--- src/rtl/seg_scan_if.sv ---
// seg_scan_if: operand/result inputs and multiplexed 7-segment outputs of seg_scan.
// The master side drives operands and the update strobe; the slave side is the display block.
interface seg_scan_if;
    logic [3:0] reg_1;
    logic [3:0] reg_2;
    logic [7:0] result;
    logic       ovf;
    logic       upd;
    logic [6:0] seg_n;
    logic       dp_n;
    logic [3:0] dig_n;
    logic       busy;

    modport master (
        output reg_1, reg_2, result, ovf, upd,
        input  seg_n, dp_n, dig_n, busy
    );

    modport slave (
        input  reg_1, reg_2, result, ovf, upd,
        output seg_n, dp_n, dig_n, busy
    );
endinterface

--- src/rtl/seg_scan.sv ---
// seg_scan: snapshots operands/result on upd and scans them onto a 4-digit common-anode display.
// Optional RESULT_BCD_EN: result digits shown in decimal via a sequential double-dabble.
module seg_scan #(
    parameter int REFRESH_DIV = 50000,
    parameter int BLANK_CYC   = 16
) (
    input  logic      clk_disp,
    input  logic      rst_n,
    seg_scan_if.slave bus
);
    localparam int DIV_W = (REFRESH_DIV > 1) ? $clog2(REFRESH_DIV) : 1;
    localparam logic [DIV_W-1:0] DIV_LAST  = DIV_W'(REFRESH_DIV - 1);
    localparam logic [DIV_W-1:0] BLANK_END = DIV_W'(BLANK_CYC);

    typedef enum logic [0:0] {ST_IDLE = 1'b0, ST_CONV = 1'b1} state_t;

    state_t           state_q, state_d;
    logic             pend_q, pend_d;
    logic [3:0]       cap_r1_q, cap_r2_q;
    logic [7:0]       cap_res_q;
    logic             cap_ovf_q;
    logic [3:0]       sh_dig_q [4];
    logic             sh_dash_q, sh_ovf_q;
    logic [DIV_W-1:0] div_q;
    logic [1:0]       idx_q;
    logic [6:0]       seg_q, seg_d;
    logic             dp_q, dp_d;
    logic [3:0]       dig_q, dig_d;
    logic             cap_go_s, done_s;
    logic [3:0]       res_hi_s, res_lo_s;
    logic             res_dash_s;

    function automatic logic [6:0] hex_to_seg(input logic [3:0] n);
        logic [6:0] s;
        case (n)
            4'h0: s = 7'h40;  4'h1: s = 7'h79;  4'h2: s = 7'h24;  4'h3: s = 7'h30;
            4'h4: s = 7'h19;  4'h5: s = 7'h12;  4'h6: s = 7'h02;  4'h7: s = 7'h78;
            4'h8: s = 7'h00;  4'h9: s = 7'h10;  4'hA: s = 7'h08;  4'hB: s = 7'h03;
            4'hC: s = 7'h46;  4'hD: s = 7'h21;  4'hE: s = 7'h06;  4'hF: s = 7'h0E;
            default: s = 7'h7F;
        endcase
        return s;
    endfunction

    assign cap_go_s = (bus.upd | pend_q) & (state_q == ST_IDLE);

`ifdef RESULT_BCD_EN
    logic [7:0]  bin_q;
    logic [7:0]  bcd_q;
    logic [3:0]  iter_q;
    logic [7:0]  bcd_adj_s;
    logic [15:0] dd_shift_s;

    function automatic logic [7:0] dd_adjust(input logic [7:0] b);
        logic [7:0] r;
        for (int i = 0; i < 2; i++) begin
            r[i*4 +: 4] = (b[i*4 +: 4] >= 4'd5) ? (b[i*4 +: 4] + 4'd3) : b[i*4 +: 4];
        end
        return r;
    endfunction

    // Only tens/ones are kept; anything above 99 is shown as dashes instead.
    assign bcd_adj_s  = dd_adjust(bcd_q);
    assign dd_shift_s = {bcd_adj_s, bin_q} << 1;
    assign done_s     = (state_q == ST_CONV) && (iter_q == 4'd8);
    assign res_hi_s   = bcd_q[7:4];
    assign res_lo_s   = bcd_q[3:0];
    assign res_dash_s = (cap_res_q > 8'd99);

    // Double-dabble datapath: one shift/add-3 step per busy cycle.
    always_ff @(posedge clk_disp or negedge rst_n) begin
        if (!rst_n) begin
            bin_q  <= 8'd0;
            bcd_q  <= 8'd0;
            iter_q <= 4'd0;
        end else if (cap_go_s) begin
            bin_q  <= bus.result;
            bcd_q  <= 8'd0;
            iter_q <= 4'd0;
        end else if ((state_q == ST_CONV) && !done_s) begin
            {bcd_q, bin_q} <= dd_shift_s;
            iter_q         <= iter_q + 4'd1;
        end
    end
`else
    assign done_s     = (state_q == ST_CONV);
    assign res_hi_s   = cap_res_q[7:4];
    assign res_lo_s   = cap_res_q[3:0];
    assign res_dash_s = 1'b0;
`endif

    // Snapshot FSM state and pending-update register.
    always_ff @(posedge clk_disp or negedge rst_n) begin
        if (!rst_n) begin
            state_q <= ST_IDLE;
            pend_q  <= 1'b0;
        end else begin
            state_q <= state_d;
            pend_q  <= pend_d;
        end
    end

    // Snapshot FSM next state; updates arriving while busy collapse into one pending request.
    always_comb begin
        state_d = state_q;
        pend_d  = pend_q;
        case (state_q)
            ST_IDLE: begin
                if (cap_go_s) begin
                    state_d = ST_CONV;
                    pend_d  = 1'b0;
                end else begin
                    state_d = ST_IDLE;
                end
            end
            ST_CONV: begin
                if (bus.upd) begin
                    pend_d = 1'b1;
                end else begin
                    pend_d = pend_q;
                end
                if (done_s) begin
                    state_d = ST_IDLE;
                end else begin
                    state_d = ST_CONV;
                end
            end
            default: begin
                state_d = ST_IDLE;
                pend_d  = 1'b0;
            end
        endcase
    end

    // Capture registers and the display shadow, which is committed whole on one edge.
    always_ff @(posedge clk_disp or negedge rst_n) begin
        if (!rst_n) begin
            cap_r1_q  <= 4'd0;
            cap_r2_q  <= 4'd0;
            cap_res_q <= 8'd0;
            cap_ovf_q <= 1'b0;
            for (int i = 0; i < 4; i++) sh_dig_q[i] <= 4'd0;
            sh_dash_q <= 1'b0;
            sh_ovf_q  <= 1'b0;
        end else begin
            if (cap_go_s) begin
                cap_r1_q  <= bus.reg_1;
                cap_r2_q  <= bus.reg_2;
                cap_res_q <= bus.result;
                cap_ovf_q <= bus.ovf;
            end
            if (done_s) begin
                sh_dig_q[3] <= cap_r1_q;
                sh_dig_q[2] <= cap_r2_q;
                sh_dig_q[1] <= res_hi_s;
                sh_dig_q[0] <= res_lo_s;
                sh_dash_q   <= res_dash_s;
                sh_ovf_q    <= cap_ovf_q;
            end
        end
    end

    // Slot timer and digit index.
    always_ff @(posedge clk_disp or negedge rst_n) begin
        if (!rst_n) begin
            div_q <= '0;
            idx_q <= 2'd0;
        end else if (div_q == DIV_LAST) begin
            div_q <= '0;
            idx_q <= idx_q + 2'd1;
        end else begin
            div_q <= div_q + {{(DIV_W-1){1'b0}}, 1'b1};
        end
    end

    // Digit drive: blank the start of every slot so the previous digit cannot ghost.
    always_comb begin
        seg_d = 7'h7F;
        dig_d = 4'hF;
        dp_d  = 1'b1;
        if (div_q < BLANK_END) begin
            seg_d = 7'h7F;
            dig_d = 4'hF;
            dp_d  = 1'b1;
        end else begin
            dig_d = ~(4'b0001 << idx_q);
            if (sh_dash_q && !idx_q[1]) begin
                seg_d = 7'h3F;
            end else begin
                seg_d = hex_to_seg(sh_dig_q[idx_q]);
            end
            dp_d = ~((idx_q == 2'd0) & sh_ovf_q);
        end
    end

    // Output registers.
    always_ff @(posedge clk_disp or negedge rst_n) begin
        if (!rst_n) begin
            seg_q <= 7'h7F;
            dig_q <= 4'hF;
            dp_q  <= 1'b1;
        end else begin
            seg_q <= seg_d;
            dig_q <= dig_d;
            dp_q  <= dp_d;
        end
    end

    assign bus.seg_n = seg_q;
    assign bus.dig_n = dig_q;
    assign bus.dp_n  = dp_q;
    assign bus.busy  = (state_q == ST_CONV);
endmodule

--- src/flat_wrapper.sv ---
// flat-port wrapper written by rule: the top's interface ports become plain ports
module seg_scan_flat 
#(
    parameter int REFRESH_DIV = 50000,
    parameter int BLANK_CYC   = 16
)
  (clk_disp, rst_n, bus_reg_1, bus_reg_2, bus_result, bus_ovf, bus_upd, bus_seg_n, bus_dp_n, bus_dig_n, bus_busy);
  seg_scan_if bus_i ();
  input  logic clk_disp;
  input  logic rst_n;
  input wire logic [$bits(bus_i.reg_1)-1:0] bus_reg_1;
  input wire logic [$bits(bus_i.reg_2)-1:0] bus_reg_2;
  input wire logic [$bits(bus_i.result)-1:0] bus_result;
  input wire logic [$bits(bus_i.ovf)-1:0] bus_ovf;
  input wire logic [$bits(bus_i.upd)-1:0] bus_upd;
  output wire logic [$bits(bus_i.seg_n)-1:0] bus_seg_n;
  output wire logic [$bits(bus_i.dp_n)-1:0] bus_dp_n;
  output wire logic [$bits(bus_i.dig_n)-1:0] bus_dig_n;
  output wire logic [$bits(bus_i.busy)-1:0] bus_busy;
  assign bus_i.reg_1 = bus_reg_1;
  assign bus_i.reg_2 = bus_reg_2;
  assign bus_i.result = bus_result;
  assign bus_i.ovf = bus_ovf;
  assign bus_i.upd = bus_upd;
  assign bus_seg_n = bus_i.seg_n;
  assign bus_dp_n = bus_i.dp_n;
  assign bus_dig_n = bus_i.dig_n;
  assign bus_busy = bus_i.busy;
  seg_scan #(.REFRESH_DIV(REFRESH_DIV), .BLANK_CYC(BLANK_CYC)) u_core (.clk_disp(clk_disp), .rst_n(rst_n), .bus(bus_i));
endmodule
--- config.mk ---
export PLATFORM = sky130hd
export DESIGN_NAME = seg_scan_flat
export DESIGN_NICKNAME = d
export VERILOG_FILES = /design/src/rtl/seg_scan_if.sv /design/src/rtl/seg_scan.sv /design/src/flat_wrapper.sv
export SDC_FILE = /design/constraint.sdc
export NUM_CORES = 1
export LEC_CHECK = 0
export ABC_AREA = 1
export CORE_AREA = 8 8 124 98
export CTS_CLUSTER_SIZE = 8
export DETAILED_ROUTE_END_ITERATION = 12
export DIE_AREA = 0 0 132 106
export GPL_ROUTABILITY_DRIVEN = 0
export RECOVER_POWER = 100
export SYNTH_ARGS = -nofsm -noshare
export SYNTH_HDL_FRONTEND = slang
export SYNTH_SLANG_ARGS = --single-unit
--- constraint.sdc ---
create_clock -name clk_disp -period 2 [get_ports clk_disp]
set_input_delay 0.5 -clock clk_disp [delete_from_list [all_inputs] [get_ports clk_disp]]
set_output_delay 0.5 -clock clk_disp [all_outputs]
set_load 0.01 [all_outputs]
==> reports/qor.yml <==
power.density_nw_per_um2: 1170
synth.distinct_cells: 30
p_clk_share_pct: 36.9
firstDrtPassIters: 4
syn_area_sq_um: 3160
synthArstFlopShare_pct: 100
syn2layout_area_growth_pct: 24.4
met2_usage_pct: 16.1
ys_ff_latch: 66
min_from: "u_core.sh_ovf_q"
numPortBuffers: 32
synth-edff-count: 0
setup_viol: 0
yosys_warnings: 0
grt_max_degree: 67
start_kind: "register"
use_met3_pct: 3.72
synthFlopType: "dfrtp_1"
max_freq_mhz: 518
synth_top_area_share_pct: 42.7
yosysSeqAreaShare_pct: 52.7
route.detailed.drc: 0
die_w_um: 132
cts_root_buf: "clkbuf_16"
worstSetupEndpoint: "bus_seg_n[3]"
status: "complete, no violations"
h-tree-depth: 3
grt_overflow_total: 0
hp-class: "register to register"
synthCells: 379
switching_share_pct: 29.2
postCtsHoldBufs: 0
worst_pin_slew_ns: 1.41
cts_max_path_buffers: 2
nNetsFinal: 450
p_seq_share_pct: 40.4
fin_worst_skew_ns: 0.00511
wirelength_um: 6380
antenna_cells: 0
detailed_place_hpwl_um: 4630
grt_pass1_wl_um: 11800
r2r-end: "u_core.bus.seg_n[0]"
period_needed_ns: 1.93
grt_use_total_pct: 10.3
postPlaceCellArea_sq_um: 3640
viasPerCell: 4.26
worst-path-stages: 1
timing.final.crit_share_pct: 96.5
grtUsageMet1_pct: 12.9
startpoint: "u_core.bus.seg_n[3]"
worstPathCellList: "dlygate4sd3_1"
vias: 2405
maxSlewHeadroom_pct: 5.88
crit_slowest_cell: "dlygate4sd3_1"
rows: 33
p_int_mw: 3.26
ff2ff_path_depth: 9
dp.cells: 548
fin_setup_tns_ns: 0
synth_common_cells: "nand2_1 (164), dfrtp_1 (54), nor2_1 (32)"
design_area_sq_um: 3940
critPathKind: "register to output pin"
combPwrFrac_pct: 22.7
crit_required_ns: 1.50
busiest_layer: "met2"
die_h_um: 106
cp_num_buf_inv: 1
rsz0062_at_grt: "false"
crit_family: "buffers and inverters"
design.core.area_sq_um: 10400
synth.area.top_cells: "dfrtp_1 (43%), nand2_1 (19%), dfstp_2 (10%)"
power.switching_mw: 1.35
start_util_pct: 30.5
grt_pass1_vias: 2523
drv_slew: 0
drive_gt1_share_pct: 11.1
synth_most_common_cell: "nand2_1"
clkTransAtPathRegs_ns: 0.06
final_cells: 564
slowest_delay_ns: 0.60
avgSynthCellArea_sq_um: 8.35
arrival_ns: 1.43
drt_iter0_drc: 103
total_leakage_power_nw: 1.98
ant_nets: 0
ios: 33
rrSetupSlack_ns: 0.23
r2r-start: "u_core.idx_q[1]"
yosysTopAreaCell: "dfrtp_1"
numCtsBuffers: 9
clkSinkCount: 66
insertion_delay_ns: 0.33
syn_nets: 410
p_total_mw: 4.61
tritoncts: "done"
drv_cap: 0
antenna_found_initial: 0
hold_violations: 0
cp_max_fo: 1
post_drt_wl_per_cell_um: 11.3
vdd_ir_drop_max_mv: 0.476
die_area_sq_um: 14000
end_kind: "output pin"
[metal layers]
layer	share of wire (%)	vias up	wire, um
met3	3.6	7	227
met1	52	1111	3290
li1	-	1251	-
met4	0.96	0	61
met2	44	36	2810
met5	0	-	0
[kinds of logic after synthesis]
group | synth area share (%)
buffers and inverters | 5.46
and+or+nand+nor | 33.6
xor gates and xnor gates | 2.49
DFF | 52.7
AOI/OAI and AO/OA | 1.46
adders and majority gates | 4.35
[area by class of cell]
type	count	area, sq um
Clock buffer	10	239
Clock inverter	6	90.1
Fill cell	1070	6430
Inverter	32	126
Multi-Input combinational cell	275	1310
Sequential cell	66	1670
Tap cell	140	175
Timing Repair Buffer	35	332
[stage by stage]
step	hold slack (ns)	setup WS (ns)	util, %
2_1_floorplan	0.204	0.520	-
3_3_place_gp	0.423	0.179	35.2
3_5_place_dp	0.428	0.154	35.2
4_1_cts	0.192	0.0942	38.3
5_1_grt	0.455	0.0328	38.0
6_report	0.430	0.0695	38.0
[power by group through the flow]
stage	logic, mW	clock network, mW	registers, mW
after floorplan	0.687	0	1.88
after global placement	1.06	0	1.88
after detailed placement	1.08	0	1.89
after CTS	1.09	1.75	1.87
after global routing	1.22	1.82	1.90
final	1.05	1.70	1.86
[registers in the layout (all words and copies together) (netlist names)]
register / cells
u_core.cap_ovf_q: 1
u_core.sh_ovf_q: 1
u_core.div_q: 16
u_core.bus.seg_n: 7
u_core.bus.dp_n: 1
u_core.cap_res_q: 8
u_core.pend_q: 1
u_core.idx_q: 2
u_core.cap_r1_q: 4
u_core.cap_r2_q: 4
u_core.sh_dig_q: 16
u_core.bus.busy: 1
u_core.bus.dig_n: 4
[worst min path at each step]
stage / end / cells past startpoint
after global routing: u_core.bus.dp_n / 1
after detailed placement: u_core.bus.dp_n / 1
after global placement: u_core.bus.dp_n / 1
after floorplan: u_core.bus.busy / 0
after CTS: u_core.div_q[12] / 2
final: u_core.bus.dp_n / 1
[cell usage in the layout, fill, tap and decap left out, types with 3 or more instances in the layout]
| cell type | netlist | final |
|---|---|---|
| nand2_1 | 164 | 165 |
| dfrtp_1 | 54 | 53 |
| nor2_1 | 32 | 34 |
| nand3_1 | 31 | 31 |
| clkdlybuf4s50_1 | 0 | 29 |
| inv_1 | 23 | 26 |
| dfstp_2 | 12 | 12 |
| ha_1 | 11 | 11 |
| xor2_1 | 9 | 9 |
| clkbuf_16 | 0 | 9 |
| nand4_1 | 4 | 4 |
| a21oi_1 | 3 | 4 |
| nand2_2 | 4 | 3 |
| o21ai_0 | 1 | 3 |
[repair_timing]
item | in CTS | in global routing
setup buffers | 0 | 0
hold endpoints to repair | 0 | 0
setup endpoints to repair | 0 | 4
gates resized for setup | 0 | 1
(Power assumes the default switching activity.)
